[src/rtl/serial_adder.sv]
// Digit-serial adder: one DIGIT-wide slice and a registered carry compute a + b + cin
// over WIDTH/DIGIT cycles, LSB digit first, with valid/ready handshakes on both sides.
module serial_adder #(
  parameter int WIDTH = 8,
  parameter int DIGIT = 1
) (
  input  logic             clk,
  input  logic             rst_n,
  input  logic             in_valid,
  output logic             in_ready,
  input  logic [WIDTH-1:0] a,
  input  logic [WIDTH-1:0] b,
  input  logic             cin,
  output logic             out_valid,
  input  logic             out_ready,
  output logic [WIDTH-1:0] sum,
  output logic             cout,
  output logic             ovf
);

  localparam int N  = WIDTH / DIGIT;
  localparam int CW = (N > 1) ? $clog2(N) : 1;

  generate
    if (WIDTH < 1 || DIGIT < 1 || (WIDTH % DIGIT) != 0) begin : g_bad_params
      $error("serial_adder: DIGIT must be >= 1 and divide WIDTH exactly");
    end
  endgenerate

  typedef enum logic [1:0] {S_IDLE, S_CALC, S_DONE} state_t;

  function automatic logic [DIGIT:0] f_slice_add(input logic [DIGIT-1:0] x,
                                                 input logic [DIGIT-1:0] y,
                                                 input logic             c);
    return {1'b0, x} + {1'b0, y} + {{DIGIT{1'b0}}, c};
  endfunction

  // a_msb ^ b_msb ^ sum_msb recovers the carry into the MSB
  function automatic logic f_ovf(input logic a_msb, input logic b_msb,
                                 input logic s_msb, input logic c_out);
    return a_msb ^ b_msb ^ s_msb ^ c_out;
  endfunction

  state_t             r_state;
  logic [WIDTH-1:0]   r_a;
  logic [WIDTH-1:0]   r_b;
  logic [WIDTH-1:0]   r_acc;
  logic               r_carry;
  logic [CW-1:0]      r_k;
  logic               r_in_ready;
  logic               r_out_valid;
  logic [WIDTH-1:0]   r_sum;
  logic               r_cout;
  logic               r_ovf;

  logic [DIGIT:0]         w_slice;
  logic [WIDTH+DIGIT-1:0] w_acc_cat;
  logic [WIDTH+DIGIT-1:0] w_a_cat;
  logic [WIDTH+DIGIT-1:0] w_b_cat;
  logic [WIDTH-1:0]       w_acc_next;
  logic [WIDTH-1:0]       w_a_next;
  logic [WIDTH-1:0]       w_b_next;
  logic                   w_last;

  // Operands shift right one digit per cycle so the slice always reads the low digit;
  // result digits enter the accumulator from the top.
  assign w_slice    = f_slice_add(r_a[DIGIT-1:0], r_b[DIGIT-1:0], r_carry);
  assign w_acc_cat  = {w_slice[DIGIT-1:0], r_acc};
  assign w_a_cat    = {{DIGIT{1'b0}}, r_a};
  assign w_b_cat    = {{DIGIT{1'b0}}, r_b};
  assign w_acc_next = w_acc_cat[WIDTH+DIGIT-1:DIGIT];
  assign w_a_next   = w_a_cat[WIDTH+DIGIT-1:DIGIT];
  assign w_b_next   = w_b_cat[WIDTH+DIGIT-1:DIGIT];
  assign w_last     = (r_k == CW'(N - 1));

  always_ff @(posedge clk) begin
    if (!rst_n) begin
      r_state     <= S_IDLE;
      r_a         <= '0;
      r_b         <= '0;
      r_acc       <= '0;
      r_carry     <= 1'b0;
      r_k         <= '0;
      r_in_ready  <= 1'b1;
      r_out_valid <= 1'b0;
      r_sum       <= '0;
      r_cout      <= 1'b0;
      r_ovf       <= 1'b0;
    end else begin
      case (r_state)
        S_IDLE: begin
          if (in_valid) begin
            r_a        <= a;
            r_b        <= b;
            r_carry    <= cin;
            r_k        <= '0;
            r_in_ready <= 1'b0;
            r_state    <= S_CALC;
          end
        end
        S_CALC: begin
          r_a     <= w_a_next;
          r_b     <= w_b_next;
          r_acc   <= w_acc_next;
          r_carry <= w_slice[DIGIT];
          r_k     <= r_k + CW'(1);
          if (w_last) begin
            r_sum       <= w_acc_next;
            r_cout      <= w_slice[DIGIT];
            r_ovf       <= f_ovf(r_a[DIGIT-1], r_b[DIGIT-1], w_slice[DIGIT-1], w_slice[DIGIT]);
            r_out_valid <= 1'b1;
            r_state     <= S_DONE;
          end
        end
        S_DONE: begin
          if (out_ready) begin
            r_out_valid <= 1'b0;
            r_in_ready  <= 1'b1;
            r_state     <= S_IDLE;
          end
        end
        default: begin
          r_state     <= S_IDLE;
          r_in_ready  <= 1'b1;
          r_out_valid <= 1'b0;
        end
      endcase
    end
  end

  assign in_ready  = r_in_ready;
  assign out_valid = r_out_valid;
  assign sum       = r_sum;
  assign cout      = r_cout;
  assign ovf       = r_ovf;

endmodule

[config.mk]
export PLATFORM = sky130hd
export DESIGN_NAME = serial_adder
export DESIGN_NICKNAME = d
export VERILOG_FILES = /design/src/rtl/serial_adder.sv
export SDC_FILE = /design/constraint.sdc
export NUM_CORES = 1
export LEC_CHECK = 0
export BUFFER_PORTS_ARGS = -buffer_cell sky130_fd_sc_hd__buf_4
export CORE_MARGIN = 2
export CORE_UTILIZATION = 35
export DETAILED_ROUTE_END_ITERATION = 12
export HOLD_SLACK_MARGIN = 0.05
export PLACE_DENSITY_LB_ADDON = 0.3
export SYNTH_ARGS = -nofsm -noshare
export SYNTH_HDL_FRONTEND = slang
export SYNTH_SLANG_ARGS = --single-unit
[constraint.sdc]
create_clock -name clk -period 1.3 [get_ports clk]
set_input_delay 0.26 -clock clk [delete_from_list [all_inputs] [get_ports clk]]
set_output_delay 0.26 -clock clk [all_outputs]
set_load 0.02 [all_outputs]
==> reports/qor.csv, run 1 <==
metric,value,unit
Netlist cell types,30,
Avg Inst Size Synth,8.85,µm²
first-pass GRT wire length,6350,µm
combinational family with the most area after synthesis,compound AO/OA/AOI/OAI gates,
mux contribution to synthesized area,0.571,%
Worst Path Max Fanout,2,
Critical Path Source Type,flop,
Final Hold Viols,0,
setup TNS,-43.9,ps
slew margin rel.,75.9,%
Post-synth EDFFs,0,
die area,5590,µm²
Synth Flop Type,dfxtp_1,
Worst EP arrival,1530,ps
dpl ws,-132,ps
CTS tree,built,
initial antenna violation count,0,
vias in the first global route,1401,
worst reg2reg path endpoint,ovf,
CP endpoint kind,flop,
"Cell Area, Synth",1750,µm²
pin count of the biggest net entering global routing,42,
Setup crit start,r_carry,
crit path time final,1340,ps
cell with the most instances after synthesis,dfxtp_1,
Core Rows,25,
Global Route Usage Sum,14.8,%
PortBufs,32,
Detail Route Antenna Nets,0,
RSZ-0062 raised after global routing,yes,
max-slew violation count,0,
Initial Util,36.6,%
R2R depth,4,
reg-to-reg startpoint,r_carry,
# diodes,0,
MaxCap Viol Count,0,
Pleak,0.000916,µW
Die Y-Extent,74.8,µm
core area,4790,µm²
Via-to-Cell Ratio,4.85,
adder-cell share of the synthesized area,2.57,%
DRT iter0 DRCs,49,
register area,826,µm²
H-tree Lvls,2,
outcome,"finished, violations left",
footprint of the multi-input gates,913,µm²
worst-margin pin slew,362,ps
routed via count,1495,
power density cells,1270,nW/µm²
Post-Synth Simple-Gate Area,15.2,%
crit path to,ovf,
clk_skew,5.11,ps
RePlAce Congestion,0.703,
worst skew pair latency,290,ps
worst reg-to-reg setup slack,-40,ps
grt ovf,0,
clk sinks,41,
Yosys top cell by area,dfxtp_1,
syn nets,222,
met2 routed wirelength,1760,µm
WL per Instance,12.2,µm
Die Width,74.8,µm
Synth Area in XOR/XNOR,1.50,%
fraction of registers with async set/reset,0,%
# fillers,480,
Ports,33,
post-synth top area share,46.8,%
clock slew at reported path FFs,80,ps
Hold WC Path Type,in -> reg,
metal3 WL,134,µm
layout cells sized above 1,30.7,%
DP Wirelength,2390,µm
"top cells by count, synth","dfxtp_1, nand2_1, a21oi_1",
Yosys reg bits,41,
CTS Buf Count,5,
period utilization,103,%
setup ws final,-43.9,ps
DR pass1 iterations,4,
CTS hold repair buffers,0,
violated checks,setup timing,
Area contributors post-synth,"dfxtp_1, a21boi_1, nand2_1, o2bb2ai_1, a21oi_1",
Cells after Synth,198,
nets@finish,264,
CTS max path bufs,2,
sequential area share after synthesis,46.8,%
CTS root buf,clkbuf_8,
kind of critical path,reg -> reg,
Compound-Gate Fraction of Synth Area,28.6,%
total routed wirelength,3750,µm
Max Clk Rate,744,MHz
maximum vdd drop,0.000924,V
final setup fails,1,
"Req. time, crit path",1490,ps
WL met1,1820,µm
synth warn,0,
area grow syn2layout,32.9,%
DR DRC count,0,
top sig layer,met4,
==> logic make-up (layout without fill, tap and decap cells) <==
kind of cell | count (synthesis) | after routing
XOR/XNOR | 3 | 3
AO/OA/AOI/OAI | 75 | 76
buffers and inverters | 16 | 57
adder cells (fa/ha/maj) | 3 | 3
flip-flops | 41 | 41
multiplexers | 1 | 1
AND/OR/NAND/NOR | 59 | 60
==> worst max-delay path, stage by stage (launching register included) <==
cell,delay [ps]
dfxtp_2,330
fa_2,590
xnor2_2,120
xnor2_1,130
a21oi_1,70
==> layout make-up <==
class,instances,share of cell area [%]
multi-input cells,143,39.2
flip-flops and latches,41,35.4
repair buffers,47,15.7
clock inverters,3,2.79
clock buffers,5,2.95
well taps,67,3.60
inverters,2,0.322
==> metrics by stage <==
stage,power (µW),area (µm²),std cells,util [%],hold WS [ps]
after floorplan,1630,1750,198,-,413
after global placement,1750,2130,298,44.4,440
final,2950,2330,308,48.7,232
after global routing,3090,2330,308,48.7,246
after CTS,2960,2290,307,47.8,230
after detailed placement,1760,2130,298,44.4,445
==> metal layers <==
metal  track usage [%]  vias up
met5                 0        -
met4              4.17        0
met3              4.95        4
met2              23.7       28
met1              19.3      687
li1                  -      776
==> registers in the layout, indices dropped and copies added (netlist names) <==
register and count:
r_a 8, r_state 2, r_carry 1, out_valid 1
sum 8, r_b 8, in_ready 1, r_k 3
r_acc 7, cout 1, ovf 1
==> what timing repair did <==
action                                  in CTS  in global routing
gates cloned                                 1                  1
pin swaps                                    5                  3
resized for setup                            6                  8
buffers inserted                             1                  0
endpoints found under the setup margin      13                 19
hold endpoints to repair                     0                  0
==> report_power, final <==
part	total [µW]	internal, µW	switching (µW)
Combinational	397	209	188
Sequential	1360	1320	37.1
Clock	1200	763	438
==> worst min-delay path by stage <==
stage | endpoint | startpoint | cells after the start
finish | r_b[7] | b[7] | 3
global route | r_b[7] | b[7] | 3
global placement | sum[0] | r_acc[1] | 2
detailed placement | r_acc[1] | r_acc[1] | 2
CTS | r_b[7] | b[7] | 3
floorplan | r_state[0] | rst_n | 1
==> layout by cell type (no fill, tap or decap) <==
master / instances
dfxtp_2: 4
buf_4: 46
fa_2: 1
clkinv_2: 1
inv_2: 2
ha_4: 2
nor3b_2: 1
nor2b_1: 5
a21oi_1: 17
xnor2_1: 2
o2bb2ai_1: 13
nor2_1: 13
nand3b_1: 1
and3b_2: 2
o21ba_1: 1
o22ai_1: 3
buf_12: 1
nand2b_2: 1
a22oi_1: 4
o21ba_4: 1
o21ai_0: 12
mux2i_1: 1
and2_1: 2
a21oi_2: 1
o21ba_2: 1
xnor2_2: 1
a21boi_1: 16
clkbuf_8: 5
bufinv_16: 2
and3_1: 1
o21bai_2: 1
nor2b_2: 1
dfxtp_1: 37
nand2b_1: 1
o21ai_1: 6
nand2_1: 32
Note: power is estimated with default switching activity, not from simulation.
==> inputs of run 2 (changes only) <==
CELL_PAD_IN_SITES_DETAIL_PLACEMENT = 1   (was default)
CELL_PAD_IN_SITES_GLOBAL_PLACEMENT = 1   (was default)
==> run 2 against run 1 <==
  * The flow still finishes with violations (setup timing)
  * Sequential share of layout area increased by 0.57 points
  * Register-to-register slack got worse by 30 ps
  * Final cell count increased by 0.32%
  * Core utilization decreased by 0.63 points
  * Final area decreased by 1.3%
  * Count of clock-buffer cells in the layout unchanged
  * Clock skew increased by 2.6 ps
  * Critical path depth unchanged
  * Worst setup slack got worse by 35 ps
  * Maximum frequency decreased by 2.5%
  * Non-clock buffer count increased by 1
  * Via count increased by 3.3%
  * Critical path type unchanged
  * Largest cell class unchanged
==> reports/qor.csv, run 2 (synthesis gave the netlist of run 1 again) <==
metric,value,unit
outcome,"finished, violations left",
violated checks,setup timing,
max-slew violation count,0,
RSZ-0062 raised after global routing,yes,
DP Wirelength,2810,µm
# fillers,575,
Pleak,0.000902,µW
area grow syn2layout,31.2,%
Worst Hold Path EP,r_b[7],
Worst EP arrival,1560,ps
Critical Path Source Type,flop,
reg-to-reg startpoint,r_carry,
met2 Use GR,27.6,%
Global Route Usage Sum,16.6,%
DR pass1 iterations,4,
CTS root buf,clkbuf_8,
die area,5590,µm²
Initial Util,36.6,%
CTS max path bufs,2,
Final Hold Viols,0,
worst-margin pin slew,342,ps
MaxCap Viol Count,0,
clk sinks,41,
period utilization,106,%
"most common cell after layout, fill and taps aside",buf_4,
kind of critical path,reg -> reg,
R2R depth,4,
Detail Route Antenna Nets,0,
layout cells sized above 1,31.0,%
Via-to-Cell Ratio,5.00,
slew margin rel.,77.2,%
CP top delay family,adder cells,
most frequent cells in the layout,"buf_4, dfxtp_1, nand2_1",
CTS hold repair buffers,0,
Ports,33,
DR DRC count,0,
vias in the first global route,1503,
CTS tree,built,
Die Width,74.8,µm
setup TNS,-97.0,ps
"Req. time, crit path",1480,ps
Core Rows,25,
met3 Usage GRT,3.21,%
Hold WC Path Type,in -> reg,
busiest grt layer,met2,
setup ws final,-78.6,ps
CTS Buf Count,5,
final setup fails,2,
pin count of the biggest net entering global routing,42,
Hold Crit Start,b[7],
area post-placement,2140,µm²
Hold Crit Depth,3,
CP endpoint kind,flop,
clk_skew,7.66,ps
routed via count,1544,
H-tree Lvls,2,
grt ovf,0,
met1 GRT Util,21.6,%
PortBufs,32,
fin area,2300,µm²
WL per Instance,14.6,µm
nets@finish,265,
max incr delay on CP,580,ps
worst skew pair latency,290,ps
Worst Path Max Fanout,2,
worst reg-to-reg setup slack,-80,ps
worst path buffer plus inverter count,0,
critical-path cell list,fa_1 > xnor2_1 > xnor2_1 > a21oi_1,
total routed wirelength,4500,µm
clock slew at reported path FFs,80,ps
most frequent CP cell,xnor2_1,
first-pass GRT wire length,7080,µm
initial antenna violation count,0,
power density cells,1130,nW/µm²
RePlAce Congestion,0.716,
DRT iter0 DRCs,67,
core area,4790,µm²
worst reg2reg path endpoint,ovf,
Max Clk Rate,725,MHz
maximum vdd drop,0.000652,V
Slowest cell on crit path,fa_1,
crit path time final,1380,ps
# diodes,0,
Die Y-Extent,74.8,µm
run 2: cell types whose count changed in the layout (fill, tap and decap cells not counted), sizes merged:
cell and delta:
buf +1, clkinvlp +1, bufinv -2, clkinv +1
run 2: timing repair:
item / CTS / global route
gates cloned: 1 / 1
pin swaps: 5 / 4
setup buffers: 0 / 2
resized for setup: 6 / 9
endpoints found under the setup margin: 13 / 22
run 2: layer usage:
layer	vias up	wire, µm
met4	0	40
met2	25	2250
met5	-	0
met3	4	127
li1	777	-
met1	738	2090
run 2: worst max path at each step:
stage,slack (ps),depth (start not counted),start,endpoint
2_1_floorplan,-30,4,r_carry,ovf
3_3_place_gp,-110,5,r_k[0],ovf
3_5_place_dp,-190,5,r_k[0],sum[7]
4_1_cts,-90,4,r_b[0],ovf
5_1_grt,-140,4,r_carry,ovf
6_report,-80,4,r_carry,ovf
run 2: worst reg2reg max path, cell delays in order (launching register included):
cell	delay (ps)
dfxtp_2	340
fa_1	580
xnor2_1	140
xnor2_1	140
a21oi_1	80
run 2: cell type report:
type	count	area, µm²	area share [%]
Multi-Input combinational cell	143	905	39.3
Inverter	2	7.51	0.326
Sequential cell	41	828	36.0
Timing Repair Buffer	48	389	16.9
Tap cell	67	83.8	3.65
Clock buffer	5	68.8	2.99
Clock inverter	3	17.5	0.762
run 2: per-stage QoR:
step	instances	utilization (%)	hold WS [ps]	worst slack, ps	total power [µW]
CTS	307	47.1	225	-94.8	2620
global route	309	48.1	247	-136	2730
detailed placement	298	44.7	447	-194	1770
finish	309	48.1	224	-78.6	2600
global placement	298	44.7	443	-111	1760
floorplan	198	-	413	-33.7	1630
run 2: power by group:
part / leakage, µW / switching [µW] / internal (µW)
registers: 0.000338 / 40.3 / 1320
logic: 0.000520 / 196 / 205
clock network: 0.0000439 / 468 / 371
total: 0.000902 / 704 / 1900
